`src/rtl/pid_math_mc.sv`:
```
// pid_math_mc: time-multiplexed multi-channel P/I/D term datapath with per-channel history and integrators
module pid_math_mc #(
    parameter int NUM_CH  = 3,
    parameter int CH_W    = (NUM_CH > 1) ? $clog2(NUM_CH) : 1,
    parameter int ERR_W   = 10,
    parameter int D_DEPTH = 12,
    parameter int D_SAT_W = 7,
    parameter int DGAIN   = 7,
    parameter int I_W     = 16,
    parameter int I_SHIFT = 6,
    parameter int DTERM_W = D_SAT_W + 5,
    parameter int ITERM_W = I_W - I_SHIFT
) (
    input  logic                      clk,
    input  logic                      rst_n,
    input  logic                      vld,
    input  logic [CH_W-1:0]           ch,
    input  logic signed [15:0]        desired,
    input  logic signed [15:0]        actual,
    input  logic                      int_en,
    input  logic                      clr_int,
    output logic                      out_vld,
    output logic [CH_W-1:0]           out_ch,
    output logic signed [ERR_W-1:0]   pterm,
    output logic signed [ITERM_W-1:0] iterm,
    output logic signed [DTERM_W-1:0] dterm
);
    localparam logic signed [4:0] DG = 5'(DGAIN);

    logic                      vld_r, ie_r, v1, ie_q;
    logic [CH_W-1:0]           ch_r, ch_q;
    logic signed [15:0]        des_r, act_r;
    logic signed [16:0]        diff;
    logic signed [ERR_W-1:0]   err_s, err_q, p_n, last;
    logic signed [ERR_W:0]     dd;
    logic signed [D_SAT_W-1:0] dsat;
    logic signed [DTERM_W-1:0] d_n;
    logic signed [I_W-1:0]     acc_cur, acc_n;
    logic signed [I_W:0]       sum;
    logic signed [ERR_W-1:0]   q [NUM_CH][D_DEPTH];
    logic signed [I_W-1:0]     acc [NUM_CH];

    // error saturation and stage-2 term arithmetic on the selected channel's state
    always_comb begin
        diff    = {act_r[15], act_r} - {des_r[15], des_r};
        err_s   = (&diff[16:ERR_W-1] || ~|diff[16:ERR_W-1]) ? diff[ERR_W-1:0]
                                                            : {diff[16], {(ERR_W-1){~diff[16]}}};
        last    = q[ch_q][D_DEPTH-1];
        dd      = {err_q[ERR_W-1], err_q} - {last[ERR_W-1], last};
        dsat    = (&dd[ERR_W:D_SAT_W-1] || ~|dd[ERR_W:D_SAT_W-1]) ? dd[D_SAT_W-1:0]
                                                                  : {dd[ERR_W], {(D_SAT_W-1){~dd[ERR_W]}}};
        d_n     = DTERM_W'(dsat) * DTERM_W'(DG);
        p_n     = (err_q >>> 1) + (err_q >>> 3);
        acc_cur = acc[ch_q];
        sum     = {acc_cur[I_W-1], acc_cur} + (I_W+1)'(err_q);
        acc_n   = clr_int ? '0 :
                  !ie_q   ? acc_cur :
                  (sum[I_W] == sum[I_W-1]) ? sum[I_W-1:0] : {sum[I_W], {(I_W-1){~sum[I_W]}}};
    end

    // input capture and stage-1 error register; out-of-range channels are dropped here
    always_ff @(posedge clk or negedge rst_n) begin
        if (!rst_n) begin
            vld_r <= 1'b0;
            ie_r  <= 1'b0;
            ch_r  <= '0;
            des_r <= '0;
            act_r <= '0;
            v1    <= 1'b0;
            ie_q  <= 1'b0;
            ch_q  <= '0;
            err_q <= '0;
        end else begin
            vld_r <= vld;
            ie_r  <= int_en;
            ch_r  <= ch;
            des_r <= desired;
            act_r <= actual;
            v1    <= vld_r && (int'(ch_r) < NUM_CH);
            if (vld_r) begin
                ie_q  <= ie_r;
                ch_q  <= ch_r;
                err_q <= err_s;
            end
        end
    end

    // stage-2 result registers plus per-channel history and integrator update
    always_ff @(posedge clk or negedge rst_n) begin
        if (!rst_n) begin
            out_vld <= 1'b0;
            out_ch  <= '0;
            pterm   <= '0;
            iterm   <= '0;
            dterm   <= '0;
            for (int c = 0; c < NUM_CH; c++) begin
                acc[c] <= '0;
                for (int k = 0; k < D_DEPTH; k++) q[c][k] <= '0;
            end
        end else begin
            out_vld <= v1;
            if (v1) begin
                out_ch     <= ch_q;
                pterm      <= p_n;
                dterm      <= d_n;
                iterm      <= acc_n[I_W-1:I_SHIFT];
                q[ch_q][0] <= err_q;
                for (int k = 1; k < D_DEPTH; k++) q[ch_q][k] <= q[ch_q][k-1];
            end
            if (clr_int) begin
                for (int c = 0; c < NUM_CH; c++) acc[c] <= '0;
            end else if (v1) begin
                acc[ch_q] <= acc_n;
            end
        end
    end
endmodule
```
`config.mk`:
```
export PLATFORM = sky130hd
export DESIGN_NAME = pid_math_mc
export DESIGN_NICKNAME = d
export VERILOG_FILES = /design/src/rtl/pid_math_mc.sv
export SDC_FILE = /design/constraint.sdc
export NUM_CORES = 1
export LEC_CHECK = 0
export ABC_AREA = 1
export CAP_MARGIN = 20
export CORE_AREA = 2 2 209 211
export DETAILED_ROUTE_END_ITERATION = 6
export DIE_AREA = 0 0 211 213
export GPL_ROUTABILITY_DRIVEN = 0
export MAX_ROUTING_LAYER = met4
export PLACE_DENSITY = 0.76
export SETUP_SLACK_MARGIN = 0.05
export SLEW_MARGIN = 20
export SYNTH_ARGS = -nofsm -noshare
export SYNTH_HDL_FRONTEND = slang
export SYNTH_SLANG_ARGS = --single-unit
export TNS_END_PERCENT = 50
```
`constraint.sdc`:
```
create_clock -name clk -period 5.5 [get_ports clk]
set_input_delay 1.1 -clock clk [delete_from_list [all_inputs] [get_ports clk]]
set_output_delay 1.1 -clock clk [all_outputs]
set_load 0.1 [all_outputs]
```
==> flow_summary_export.csv <==
group,metric,value,unit
layout,area_growth,12.6,%
floorplan,rows,76,
logic_synthesis,synth_edf_count,0,
timing,worst_slew_pin_slew,1.26,ns
cts,cts-root-buf,"clkbuf_16",
grt,grt_usage,27.4,%
floorplan,die-area,44900,um2
cts,cts.clk_slew.worst_paths,0.06,ns
logic_synthesis,ys_ff_latch,492,
drt,vias,19900,
power_and_ir_drop,max-vdd-ir-drop,0.370,mV
power_and_ir_drop,p_per_area,424,nW/um2
logic_synthesis,synth_seq_area_share,52.2,%
drt,routed_via_density,5.60,
floorplan,fp.dieW,211,um
place,dpl.cell_count,3446,
floorplan,start_util,55.3,%
timing,maxSlewHeadroom,16.1,%
layout,diodes,0,
cts,cts_buffer_depth,3,
logic_synthesis,syn_area_per_cell,8.05,um2
cts,cts_tree,"done",
cts,cts_buffers,50,
cts,h-tree-depth,2,
timing,fin_skew,0.0125,ns
logic_synthesis,ys_async_sr_fraction,100,%
critical_path,slowest_delay,0.50,ns
drt,drtIter0Drc,1972,
grt,grt_pass1_wl,96900,um
drt,ant_nets,0,
layout,stdcell_count,3542,
critical_path,regToRegSetupSlack,0.34,ns
critical_path,worstPathRequired,5.99,ns
timing,clock.fmax,194,MHz
logic_synthesis,synthCells,2933,
logic_synthesis,syn_nets,3044,
critical_path,path_class,"reg -> reg",
place,place.port_buffers,73,
timing,period_needed,5.16,ns
power_and_ir_drop,power,11.3,mW
critical_path,worst_setup_path_start_kind,"register",
logic_synthesis,yosysWarningCount,0,
drt,wl_per_cell,16.6,um
layout,drive_gt1_share,5.74,%
grt,antenna_found_initial,0,
critical_path,cp.arrival,5.65,ns
grt,grt_pass1_vias,19400,
run_status,status,"completed",
logic_synthesis,syn-cell-area,23600,um2
timing,drv_slew,0,
drt,drt_pass1_iterations,6,
floorplan,die_h,213,um
logic_synthesis,synth_flop_cell,"dfrtp_1",
critical_path,cpMaxStageDelayCell,"fa_1",
cts,worstSkewPairLatency,0.59,ns
logic_synthesis,synth.distinct_cells,41,
critical_path,cpMostUsedCell,"nand2_1",
power_and_ir_drop,power.leakage,13.6,nW
worst_hold_path,hp-class,"reg -> reg",
grt,grt_max_degree,241,
cts,cts_sinks,492,
drt,drc,0,
timing,finalCritPeriodShare,93.9,%
place,hpwl,35200,um
floorplan,core_area,42700,um2
critical_path,critPathMaxFanout,6,
timing,hold_viol,0,
timing,setup_viol,0,
flow_run,max_cap_violations,0,
layout,final_nets,3070,
floorplan,io_pins,74,
grt,gr-total-overflow,0,
critical_path,critical_path.endpoint_type,"register",
drt,wl,58700,um
cells in the mapped netlist (6+ instances only):
master    instances  area [um2]
a21oi_1          55         275
a221oi_1          9        78.8
a22oi_1          83         623
a31oi_1          16         100
buf_1            25        93.8
buf_2            25         125
clkbuf_1         89         334
dfrtp_1         492       12300
fa_1              9         180
ha_1             63         788
inv_1           300        1130
inv_2            15        56.3
nand2_1        1189        4460
nand3_1         121         606
nor2_1           72         270
nor3_1            6        30.0
o21ai_0         263        1320
o21ai_1           6        30.0
o221ai_1         30         263
xnor2_1          10        87.6
xor2_1           15         131
critical path: cells and delay by family, from the launching register on:
| kind | cells | cell delay [ns] |
|---|---|---|
| fa+ha+maj | 4 | 1.51 |
| simple gates | 19 | 2.11 |
| buf+inv | 4 | 0.53 |
| compound gates | 4 | 0.41 |
| flops | 1 | 0.49 |
area by class of cell:
| cell class | count | area, um2 |
|---|---|---|
| clock inverters | 15 | 146 |
| well taps | 546 | 683 |
| inverters | 317 | 1200 |
| clock buffers | 74 | 1480 |
| flip-flops and latches | 492 | 12300 |
| repair buffers | 114 | 1120 |
| fillers | 3532 | 16100 |
| multi-input cells | 1982 | 9610 |
| repair inverters | 2 | 12.5 |
where the power goes:
part / switching [mW] / leakage [nW] / internal, mW
clock network: 1.41 / 0.807 / 1.96
registers: 0.265 / 6.60 / 4.16
logic: 2.38 / 6.20 / 1.11
timing repair:
action | 4_1_cts | 5_1_grt
setup endpoints to repair | 1 | 4
resized for setup | 2 | 12
hold buffers | 0 | 0
setup buffers | 0 | 5
gates cloned | 0 | 2
pin swaps | 0 | 2
kinds of logic (layout without fill, tap and decap cells):
family	Yosys count	after routing	share of synthesized area, %
simple gates	1410	1410	23.4
flops	492	492	52.2
compound gates	472	472	11.7
buf+inv	459	522	7.50
fa+ha+maj	72	72	4.10
xor+xnor	25	25	0.928
mux	3	3	0.143
sequential cells by signal (all words and copies together), names as in the netlist, 2 cells and up:
register,flops
pterm,10
err_q,10
iterm,10
out_ch,2
ch_q,2
ch_r,2
des_r,16
act_r,16
dterm,11
acc,48
q,360
path summary, 6_finish.rpt:
path | from | cells after the start | end
hold / removal | q[163]$_DFFE_PN0P_ | 2 | q[163]$_DFFE_PN0P_
hold reg to reg | q[163]$_DFFE_PN0P_ | 2 | q[163]$_DFFE_PN0P_
setup reg to reg | ch_q[1]$_DFFE_PN0P_ | 31 | dterm[9]$_DFFE_PN0P_
min in group asynchronous | rst_n | 1 | des_r[12]$_DFF_PN0_
max in group asynchronous | rst_n | 2 | q[76]$_DFFE_PN0P_
setup / recovery | ch_q[1]$_DFFE_PN0P_ | 31 | dterm[9]$_DFFE_PN0P_
through the flow:
step	hold slack (ns)	cell area, um2	TNS (ns)	utilization [%]	setup WS [ns]
finish	0.479	26600	0	62.2	0.338
global route	0.496	26600	-0.0117	62.2	-0.0117
CTS	0.475	26500	0	62.0	0.0778
detailed placement	0.460	24800	0	58.2	0.0350
global placement	0.460	24800	0	58.2	0.206
floorplan	0.369	23600	0	-	0.132
cells in the final DEF, fill, tap and decap left out, types with 7 or more instances in the layout:
cell type and count:
nand3_1 121, o21ai_1 7, xnor2_1 10, inv_1 297, o221ai_1 30, inv_2 15, fa_1 9, dfrtp_1 491
a22oi_1 83, clkinv_2 11, a21oi_1 50, a221oi_1 8, xor2_1 15, nand2_1 1188, buf_4 35, ha_1 62
clkbuf_16 51, o21ai_0 262, clkdlybuf4s50_1 72, nor2_1 68, clkbuf_8 12, a31oi_1 16, clkbuf_1 11
layer usage:
| layer | track usage [%] | routed length [um] | up-vias | part of all wire, % |
|---|---|---|---|---|
| met3 | 3.69 | 3740 | 113 | 6.4 |
| met2 | 45.0 | 28300 | 656 | 48 |
| li1 | - | - | 9364 | - |
| met4 | 8.18 | 1390 | 0 | 2.4 |
| met1 | 35.8 | 25200 | 9718 | 43 |
| met5 | - | 0 | - | 0 |
(Power assumes the default switching activity.)
